File: src/rtl/tdoa_frame_sched_if.sv
`default_nettype none
// ============================================================================
// Module   : tdoa_frame_sched_if
// Purpose  : Engine-side and reader-side signal bundle for tdoa_frame_sched.
// Revision : 1.0 - initial release
// ============================================================================
interface tdoa_frame_sched_if #(
    parameter int TD_W = 4
);
    logic            EN;
    logic            CALC_FREE;
    logic            CALC_START;
    logic            TD_VALID;
    logic [2:0]      TD_IDX;
    logic [TD_W-1:0] TD;
    logic            THRES;
    logic [31:0]     DATA;
    logic            DATA_VALID;
    logic            DATA_ACK;
    logic [7:0]      DROP_CNT;
    logic            TIMEOUT_ERR;

    // master drives the engine/reader side; slave is the scheduler itself
    modport master (
        output EN, CALC_FREE, TD_VALID, TD_IDX, TD, THRES, DATA_ACK,
        input  CALC_START, DATA, DATA_VALID, DROP_CNT, TIMEOUT_ERR
    );

    modport slave (
        input  EN, CALC_FREE, TD_VALID, TD_IDX, TD, THRES, DATA_ACK,
        output CALC_START, DATA, DATA_VALID, DROP_CNT, TIMEOUT_ERR
    );
endinterface
`default_nettype wire

File: src/rtl/tdoa_frame_sched.sv
`default_nettype none
// ============================================================================
// Module   : tdoa_frame_sched
// Purpose  : Per-frame sequencer: starts the delay engine, gathers Td beats,
//            packs them into one 32-bit word behind a valid/ack register.
// Revision : 1.0 - initial release
// ============================================================================
module tdoa_frame_sched #(
    parameter int N_CH    = 6,
    parameter int TD_W    = 4,
    parameter int TIMEOUT = 1023
) (
    input  wire logic         SCK,
    input  wire logic         RST,
    tdoa_frame_sched_if.slave bus
);
    localparam int c_TMR_W = $clog2(TIMEOUT + 1);

    localparam logic [1:0] c_ST_IDLE    = 2'd0;
    localparam logic [1:0] c_ST_START   = 2'd1;
    localparam logic [1:0] c_ST_COLLECT = 2'd2;
    localparam logic [1:0] c_ST_PACK    = 2'd3;

    logic [1:0]         r_state;
    logic [1:0]         w_state_nxt;
    logic [c_TMR_W-1:0] r_timer;
    logic [N_CH-1:0]    r_mask;
    logic [TD_W-1:0]    r_stage [N_CH];
    logic               r_thres;
    logic [6:0]         r_seq;
    logic [31:0]        r_data;
    logic               r_data_valid;
    logic [7:0]         r_drop_cnt;
    logic               r_timeout_err;

    logic               w_st_start;
    logic               w_st_collect;
    logic               w_st_pack;
    logic               w_calc_start;
    logic               w_timeout;
    logic               w_beat;
    logic               w_mask_full;
    logic               w_timer_exp;
    logic [31:0]        w_word;

    assign w_beat      = w_st_collect && bus.TD_VALID && (bus.TD_IDX < 3'(N_CH));
    assign w_mask_full = &r_mask;
    assign w_timer_exp = (r_timer == c_TMR_W'(TIMEOUT - 1));

    always_ff @(posedge SCK) begin
        if (RST) begin
            r_state <= c_ST_IDLE;
        end else begin
            r_state <= w_state_nxt;
        end
    end

    // Completion wins over timeout when both land on the same cycle
    always_comb begin
        w_state_nxt = r_state;
        case (r_state)
            c_ST_IDLE: begin
                if (bus.EN && bus.CALC_FREE) begin
                    w_state_nxt = c_ST_START;
                end
            end
            c_ST_START: begin
                w_state_nxt = c_ST_COLLECT;
            end
            c_ST_COLLECT: begin
                if (w_mask_full && bus.CALC_FREE) begin
                    w_state_nxt = c_ST_PACK;
                end else if (w_timer_exp) begin
                    w_state_nxt = c_ST_IDLE;
                end
            end
            c_ST_PACK: begin
                w_state_nxt = c_ST_IDLE;
            end
            default: begin
                w_state_nxt = c_ST_IDLE;
            end
        endcase
    end

    always_comb begin
        w_st_start   = (r_state == c_ST_START);
        w_st_collect = (r_state == c_ST_COLLECT);
        w_st_pack    = (r_state == c_ST_PACK);
        w_calc_start = w_st_start;
        w_timeout    = w_st_collect && !(w_mask_full && bus.CALC_FREE) && w_timer_exp;
    end

    generate
        for (genvar g = 0; g < N_CH; g++) begin : g_ch
            always_ff @(posedge SCK) begin
                if (RST) begin
                    r_mask[g]  <= 1'b0;
                    r_stage[g] <= '0;
                end else if (w_st_start) begin
                    r_mask[g]  <= 1'b0;
                end else if (w_beat && (bus.TD_IDX == 3'(g))) begin
                    r_mask[g]  <= 1'b1;
                    r_stage[g] <= bus.TD;
                end
            end
        end
    endgenerate

    always_comb begin
        w_word = '0;
        for (int i = 0; i < N_CH; i++) begin
            w_word[4*i +: TD_W] = r_stage[i];
        end
        w_word[24]    = r_thres;
        w_word[31:25] = r_seq;
    end

    always_ff @(posedge SCK) begin
        if (RST) begin
            r_timer       <= '0;
            r_thres       <= 1'b0;
            r_seq         <= '0;
            r_data        <= '0;
            r_data_valid  <= 1'b0;
            r_drop_cnt    <= '0;
            r_timeout_err <= 1'b0;
        end else begin
            if (w_st_start) begin
                r_timer <= '0;
            end else if (w_st_collect) begin
                r_timer <= r_timer + 1'b1;
            end
            if (w_beat) begin
                r_thres <= bus.THRES;
            end
            if (w_timeout) begin
                r_timeout_err <= 1'b1;
            end
            // Sequence advances even on a drop so the reader can detect gaps
            if (w_st_pack) begin
                r_seq <= r_seq + 7'd1;
                if (!r_data_valid || bus.DATA_ACK) begin
                    r_data       <= w_word;
                    r_data_valid <= 1'b1;
                end else if (r_drop_cnt != 8'hFF) begin
                    r_drop_cnt <= r_drop_cnt + 8'd1;
                end
            end else if (r_data_valid && bus.DATA_ACK) begin
                r_data_valid <= 1'b0;
            end
        end
    end

    assign bus.CALC_START  = w_calc_start;
    assign bus.DATA        = r_data;
    assign bus.DATA_VALID  = r_data_valid;
    assign bus.DROP_CNT    = r_drop_cnt;
    assign bus.TIMEOUT_ERR = r_timeout_err;

endmodule
`default_nettype wire
File: src/flat_wrapper.sv
// flat-port wrapper written by rule: the top's interface ports become plain ports
module tdoa_frame_sched_flat 
#(
    parameter int N_CH    = 6,
    parameter int TD_W    = 4,
    parameter int TIMEOUT = 1023
)
  (SCK, RST, bus_EN, bus_CALC_FREE, bus_TD_VALID, bus_TD_IDX, bus_TD, bus_THRES, bus_DATA_ACK, bus_CALC_START, bus_DATA, bus_DATA_VALID, bus_DROP_CNT, bus_TIMEOUT_ERR);
  tdoa_frame_sched_if #(.TD_W(TD_W)) bus_i ();
  input  wire logic SCK;
  input  wire logic RST;
  input wire logic [$bits(bus_i.EN)-1:0] bus_EN;
  input wire logic [$bits(bus_i.CALC_FREE)-1:0] bus_CALC_FREE;
  input wire logic [$bits(bus_i.TD_VALID)-1:0] bus_TD_VALID;
  input wire logic [$bits(bus_i.TD_IDX)-1:0] bus_TD_IDX;
  input wire logic [$bits(bus_i.TD)-1:0] bus_TD;
  input wire logic [$bits(bus_i.THRES)-1:0] bus_THRES;
  input wire logic [$bits(bus_i.DATA_ACK)-1:0] bus_DATA_ACK;
  output wire logic [$bits(bus_i.CALC_START)-1:0] bus_CALC_START;
  output wire logic [$bits(bus_i.DATA)-1:0] bus_DATA;
  output wire logic [$bits(bus_i.DATA_VALID)-1:0] bus_DATA_VALID;
  output wire logic [$bits(bus_i.DROP_CNT)-1:0] bus_DROP_CNT;
  output wire logic [$bits(bus_i.TIMEOUT_ERR)-1:0] bus_TIMEOUT_ERR;
  assign bus_i.EN = bus_EN;
  assign bus_i.CALC_FREE = bus_CALC_FREE;
  assign bus_i.TD_VALID = bus_TD_VALID;
  assign bus_i.TD_IDX = bus_TD_IDX;
  assign bus_i.TD = bus_TD;
  assign bus_i.THRES = bus_THRES;
  assign bus_i.DATA_ACK = bus_DATA_ACK;
  assign bus_CALC_START = bus_i.CALC_START;
  assign bus_DATA = bus_i.DATA;
  assign bus_DATA_VALID = bus_i.DATA_VALID;
  assign bus_DROP_CNT = bus_i.DROP_CNT;
  assign bus_TIMEOUT_ERR = bus_i.TIMEOUT_ERR;
  tdoa_frame_sched #(.N_CH(N_CH), .TD_W(TD_W), .TIMEOUT(TIMEOUT)) u_core (.SCK(SCK), .RST(RST), .bus(bus_i));
endmodule
File: config.mk
export PLATFORM = sky130hd
export DESIGN_NAME = tdoa_frame_sched_flat
export DESIGN_NICKNAME = d
export VERILOG_FILES = /design/src/rtl/tdoa_frame_sched_if.sv /design/src/rtl/tdoa_frame_sched.sv /design/src/flat_wrapper.sv
export SDC_FILE = /design/constraint.sdc
export NUM_CORES = 1
export LEC_CHECK = 0
export CORE_MARGIN = 3
export CORE_UTILIZATION = 45
export DETAILED_ROUTE_END_ITERATION = 16
export DONT_BUFFER_PORTS = 1
export GPL_TIMING_DRIVEN = 0
export PLACE_DENSITY_LB_ADDON = 0.2
export SLEW_MARGIN = 10
export SYNTH_ARGS = -nofsm -noshare
export SYNTH_HDL_FRONTEND = slang
export SYNTH_SLANG_ARGS = --single-unit
File: constraint.sdc
create_clock -name SCK -period 2.75 [get_ports SCK]
set_input_delay 0.1375 -clock SCK [delete_from_list [all_inputs] [get_ports SCK]]
set_output_delay 0.1375 -clock SCK [all_outputs]
set_load 0.005 [all_outputs]
# --- Word-level counts from Yosys, hierarchy flattened ---
# Memories as Yosys holds them, arrays and structs flattened. A register that Yosys moved wholly into a read port is not among the register bits.
# Cells that the tools add are included.
classes:
  n_addsub: 3
  order_cmp: 1
  n_eq_ne: 13
  muxes: 39
  bitwise: 7
  n_reduce_logical: 25
ops:
  columns: ["operator", "count"]
  rows:
  - ["$mux 1", 29]
  - ["$mux 4", 6]
  - ["$logic_and 1x1->1", 13]
  - ["$add 10x1->10 const B", 1]
  - ["$eq 10x10->1 const B", 1]
  - ["$add 8x1->8 const B", 1]
  - ["$ne 8x8->1 const B", 1]
  - ["$pmux 2 s4", 1]
  - ["$add 7x1->7 const B", 1]
  - ["$eq 3x2->1 const B", 2]
  - ["$eq 3x3->1 const B", 2]
  - ["$mux 2", 3]
  - ["$or 1x1->1", 6]
  - ["$reduce_and 2->1", 3]
  - ["$reduce_and 6->1", 1]
  - ["$eq 2x2->1 const B", 2]
  - ["$eq 3x1->1 const B", 1]
  - ["$logic_not 3->1", 1]
  - ["$lt 3x3->1 const B", 1]
  - ["$ne 3x3->1 const B", 1]
  - ["$reduce_and 3->1", 1]
  - ["$eq 2x1->1 const B", 1]
  - ["$logic_not 1->1", 2]
  - ["$logic_not 2->1", 1]
  - ["6 further kinds", 6]
totals:
  regBits: 68
  ramBits: 24
  in_bits: 14
  output_inout_bits: 43
  word_cells: 103
  mem_count: 1
memory_table:
  columns: ["memory", "depth", "word_bits", "rd", "rd_clocked_by_memory_dff", "wr", "line", "text"]
  rows:
  - ["u_core.r_stage", 6, 4, 6, 6, 6, "tdoa_frame_sched.sv:28", "logic [TD_W-1:0] r_stage [N_CH];"]

# --- Depth between registers and ports, before layout ---
depth:
  word_depth: 9
  ltp_mapped: 7
  ltp_nobuf: 5

# --- Worst setup path after synthesis ---
# No wires, ideal clock.
synth_path:
  kind: "register -> register"
  start: "reg u_core.r_drop_cnt[0], in the netlist u_core.bus.DROP_CNT[0]"
  end: "reg u_core.r_drop_cnt[5], in the netlist u_core.bus.DROP_CNT[5]"
  setup_ns: 0.070
  arrival_time_ns: 1.409
  required_ns: 2.680
  setup_slack_ns: 1.271
  path_stages_with_launch: 6
  n_path_buf: 0
  synth_period_minus_slack_ns: 1.479
  cell_sequence: "dfxtp_1 > ha_1 > nand3_1 > o21ai_4 > or4_1 > a21oi_1"
synth_between:
  elab_chain_cells: 2
synth_lines:
  columns: ["element", "line", "text"]
  rows:
  - ["from (decl)", "tdoa_frame_sched.sv:33", "logic [7:0] r_drop_cnt;"]
  - ["from (signal assigned)", "tdoa_frame_sched.sv:147", "r_drop_cnt <= r_drop_cnt + 8'd1;"]
  - ["branches (longest 2 deep; another with $add 8x1->8)", null, null]
# Parallel ways; which one is timed is not known.
# A chain may end at the register's enable or synchronous reset.

==> impl_metrics.csv <==
group,metric,value,unit
status,run_status,"completed",
floorplan,core,0.00777,mm²
clock_network,cts_inserted_buffers,9,
clock_network,postCtsSetupRepairBufs,0,
placed_design,detailedPlace.worstSlack,993,ps
timing,fmax,548,MHz
grt,grt_first_pass_wirelength,12100,µm
clock_network,tritoncts_clock_tree,"built",
power_and_ir_drop,static_leak,1.45,nW
power_and_ir_drop,total_power,2.47,mW
clock_network,clockBufferDepth,2,
route,drt_pre_antenna_iters,4,
synthesis,yosysTopAreaCellShare,37.6,%
route,post_dr_vias_cell,5.15,
grt,grt_remaining_overflow,0,
placed_design,io_buffers,0,
synthesis,synth_area_leader_cell,"sky130_fd_sc_hd__dfxtp_1",
timing,slew_violations,0,
hold_path,min_from,"bus_TD_IDX[0]",
synthesis,yosys_warnings,0,
timing,setup_violations,0,
layout,finish.net_count,414,
layout,final-instance-count-excl-fill,503,
placed_design,place.detailed.instances,477,
setup_path,cp.arrival,2060,ps
clock_network,cts-root-buf,"sky130_fd_sc_hd__clkbuf_8",
route,drt-initial-drc-count,114,
floorplan,floorplan.rows,32,
grt,grt_start_max_net_pins,17,
hold_path,min_path_type,"primary input to flop",
timing,finalCriticalPeriod,1820,ps
route,via_count,2588,
setup_path,critPathCaptureType,"flop",
synthesis,synth_top_cells_by_area,"sky130_fd_sc_hd__dfxtp_1, sky130_fd_sc_hd__edfxtp_1, sky130_fd_sc_hd__nand2_1, sky130_fd_sc_hd__a21oi_1, sky130_fd_sc_hd__and2_1",
setup_path,setup.reg_to_reg.worst_slack,930,ps
synthesis,syn-cell-area,0.00362,mm²
placed_design,place_hpwl,5300,µm
setup_path,critical_path.max_fanout,10,
placed_design,gp_congestion,0.801,
power_and_ir_drop,peakVddDrop,0.000217,V
timing,final.setup.worst_slack,926,ps
timing,whs,29.2,ps
hold_path,min_to,"u_core.r_mask[0]",
layout,final_design_area_no_fill,0.00407,mm²
floorplan,chipWidth,95.7,µm
route,ant_nets,0,
timing,hold_viol_final,0,
floorplan,initial_utilization,46.6,%
route,wl_per_cell,14.8,µm
grt,vias_in_the_first_global_route,2496,
placed_design,postPlaceCellArea,0.00375,mm²
timing,rsz_0062_raised_after_global_routing,"false",
clock_network,htree_num_levels,3,
setup_path,reg2regPathDepth,5,
timing,worstMarginPinSlew,546,ps
setup_path,timing.setup.critical_path_class,"flop to flop",
clock_network,cts.sink_count,92,
timing,setup_tns,0,ps
setup_path,timing.critical_path.required,2990,ps
layout,insertedDiodeCount,0,
power_and_ir_drop,p_per_area,606,mW/mm²
route,detail_route.wirelength,7430,µm
layout,final_layout_size_suffix_gt1_share,8.23,%
setup_path,startpoint,"u_core.r_state[1]",
synthesis,syn-mean-instance-area,9.66,µm²
run,max-cap-violations,0,
clock_network,worstSkewPairLatency,360,ps
synthesis,flops_latches_synth,92,
floorplan,die-area,0.00916,mm²
setup_path,reg2reg_from,"u_core.r_state[1]",
clock_network,clkSlewWorstSetupHoldPaths,90,ps
floorplan,design.portCount,57,
synthesis,synth_async_sr_flop_share,0,%
grt,antenna_violations_before_repair,0,
synthesis,ys_types,41,
synthesis,synth-seq-area-share,57.5,%
timing,remaining_max_slew_budget_at_the_tightest_pin,63.6,%
setup_path,worstReg2RegEnd,"u_core.r_stage[3][1]",
layout,synthToLayoutAreaGrowth,12.3,%
synthesis,synth.net_count,393,
timing,finClkSkew,5.80,ps
grt,grtUsageTotal,17.4,%
hold_path,min_path_cells,2,
setup_path,crit_path_start_kind,"flop",
floorplan,height_of_the_die,95.7,µm
layout,finish.utilization,52.4,%
synthesis,synth-edff-count,24,
synthesis,netlist_instances,375,
route,drc_errors,0,
synthesis,ys.flop_type,"sky130_fd_sc_hd__dfxtp_1",
timing,post-route-period-util,66.3,%
[power by group]
part / switching, mW / total [mW] / leakage [nW] / internal (mW)
logic: 0.0503 / 0.0783 / 0.555 / 0.0279
registers: 0.0115 / 1.41 / 0.796 / 1.40
clock network: 0.495 / 0.974 / 0.100 / 0.480
[worst max-delay path by stage]
| stage | to | slack, ps |
|---|---|---|
| after floorplan | u_core.bus.DROP_CNT[5] | 1270 |
| after global placement | u_core.r_stage[3][1] | 950 |
| after detailed placement | u_core.r_stage[3][0] | 990 |
| after CTS | u_core.r_stage[3][0] | 960 |
| after global routing | u_core.r_stage[3][3] | 740 |
| final | u_core.r_stage[3][1] | 930 |
[final cells by class]
type | instances | area [µm²]
Clock buffer | 10 | 149
Tap cell | 102 | 128
Buffer | 17 | 77.6
Multi-Input combinational cell | 259 | 1440
Timing Repair Buffer | 10 | 100
Sequential cell | 92 | 2080
Clock inverter | 6 | 70.1
Inverter | 7 | 26.3
Fill cell | 712 | 3700
[registers in the layout (all words and copies together), names as in the netlist]
name                    cells
u_core.r_seq                7
u_core.bus.DROP_CNT         8
u_core.r_state              2
bus_DATA                   20
u_core.bus.DATA            12
u_core.bus.DATA_VALID       1
u_core.r_thres              1
u_core.bus.TIMEOUT_ERR      1
u_core.r_mask               6
u_core.r_timer             10
u_core.r_stage             24
[Yosys cell counts (2+ instances only)]
| master | instances |
|---|---|
| sky130_fd_sc_hd__and3_1 | 4 |
| sky130_fd_sc_hd__nor2_1 | 25 |
| sky130_fd_sc_hd__dfxtp_1 | 68 |
| sky130_fd_sc_hd__o31ai_1 | 2 |
| sky130_fd_sc_hd__and2b_2 | 2 |
| sky130_fd_sc_hd__nand4_1 | 11 |
| sky130_fd_sc_hd__a21o_1 | 6 |
| sky130_fd_sc_hd__ha_1 | 4 |
| sky130_fd_sc_hd__edfxtp_1 | 24 |
| sky130_fd_sc_hd__mux2i_1 | 2 |
| sky130_fd_sc_hd__buf_2 | 2 |
| sky130_fd_sc_hd__inv_1 | 7 |
| sky130_fd_sc_hd__or4_1 | 2 |
| sky130_fd_sc_hd__xor2_1 | 13 |
| sky130_fd_sc_hd__nand2_1 | 74 |
| sky130_fd_sc_hd__nand2b_1 | 3 |
| sky130_fd_sc_hd__clkbuf_1 | 11 |
| sky130_fd_sc_hd__buf_4 | 3 |
| sky130_fd_sc_hd__and2_1 | 26 |
| sky130_fd_sc_hd__xnor2_1 | 5 |
| sky130_fd_sc_hd__nand3_1 | 9 |
| sky130_fd_sc_hd__a21oi_1 | 41 |
| sky130_fd_sc_hd__o21ai_0 | 3 |
| sky130_fd_sc_hd__a31o_2 | 3 |
| sky130_fd_sc_hd__nor3_1 | 9 |
[cells in the final DEF (no fill, tap or decap), types with 3 or more instances in the layout]
cell type and n:
sky130_fd_sc_hd__nand2_1 74, sky130_fd_sc_hd__dfxtp_1 68, sky130_fd_sc_hd__a21oi_1 41, sky130_fd_sc_hd__and2_1 26, sky130_fd_sc_hd__nor2_1 25, sky130_fd_sc_hd__edfxtp_1 24, sky130_fd_sc_hd__xor2_1 13, sky130_fd_sc_hd__clkbuf_1 11
sky130_fd_sc_hd__nand4_1 11, sky130_fd_sc_hd__dlygate4sd3_1 10, sky130_fd_sc_hd__nand3_1 9, sky130_fd_sc_hd__nor3_1 9, sky130_fd_sc_hd__clkbuf_8 9, sky130_fd_sc_hd__inv_1 7, sky130_fd_sc_hd__a21o_1 6, sky130_fd_sc_hd__xnor2_1 5
sky130_fd_sc_hd__and3_1 4, sky130_fd_sc_hd__ha_1 4, sky130_fd_sc_hd__a31o_2 3, sky130_fd_sc_hd__nand2b_1 3, sky130_fd_sc_hd__buf_4 3, sky130_fd_sc_hd__o21ai_0 3, sky130_fd_sc_hd__clkinvlp_4 3
[what timing repair did]
item	in CTS	in global routing
endpoints found under the hold margin	28	0
hold buffers	10	0
gates resized for setup	0	0
[cells by family after synthesis]
kind of cell / count (synthesis) / synth area share (%)
AOI/OAI and AO/OA: 61 / 9.95
muxes: 2 / 0.553
adders and majority gates: 4 / 1.38
DFF: 92 / 57.5
xor gates and xnor gates: 18 / 4.35
buffers and inverters: 24 / 2.87
and+or+nand+nor: 174 / 23.4
[routing by layer]
layer	wire length (µm)	vias up	track usage, %	part of all wire (%)
li1	-	1325	-	-
met2	3200	76	26.0	43
met5	0	-	0	0
met1	3500	1177	22.1	47
met3	621	10	7.58	8.4
met4	110	0	6.99	1.5
[critical path: stages (launching register included)]
cell	delay, ps
sky130_fd_sc_hd__dfxtp_1	550
sky130_fd_sc_hd__and2b_2	200
sky130_fd_sc_hd__buf_2	210
sky130_fd_sc_hd__nand3_1	120
sky130_fd_sc_hd__nor3_1	420
sky130_fd_sc_hd__and2_1	200
(Power assumes the default switching activity.)
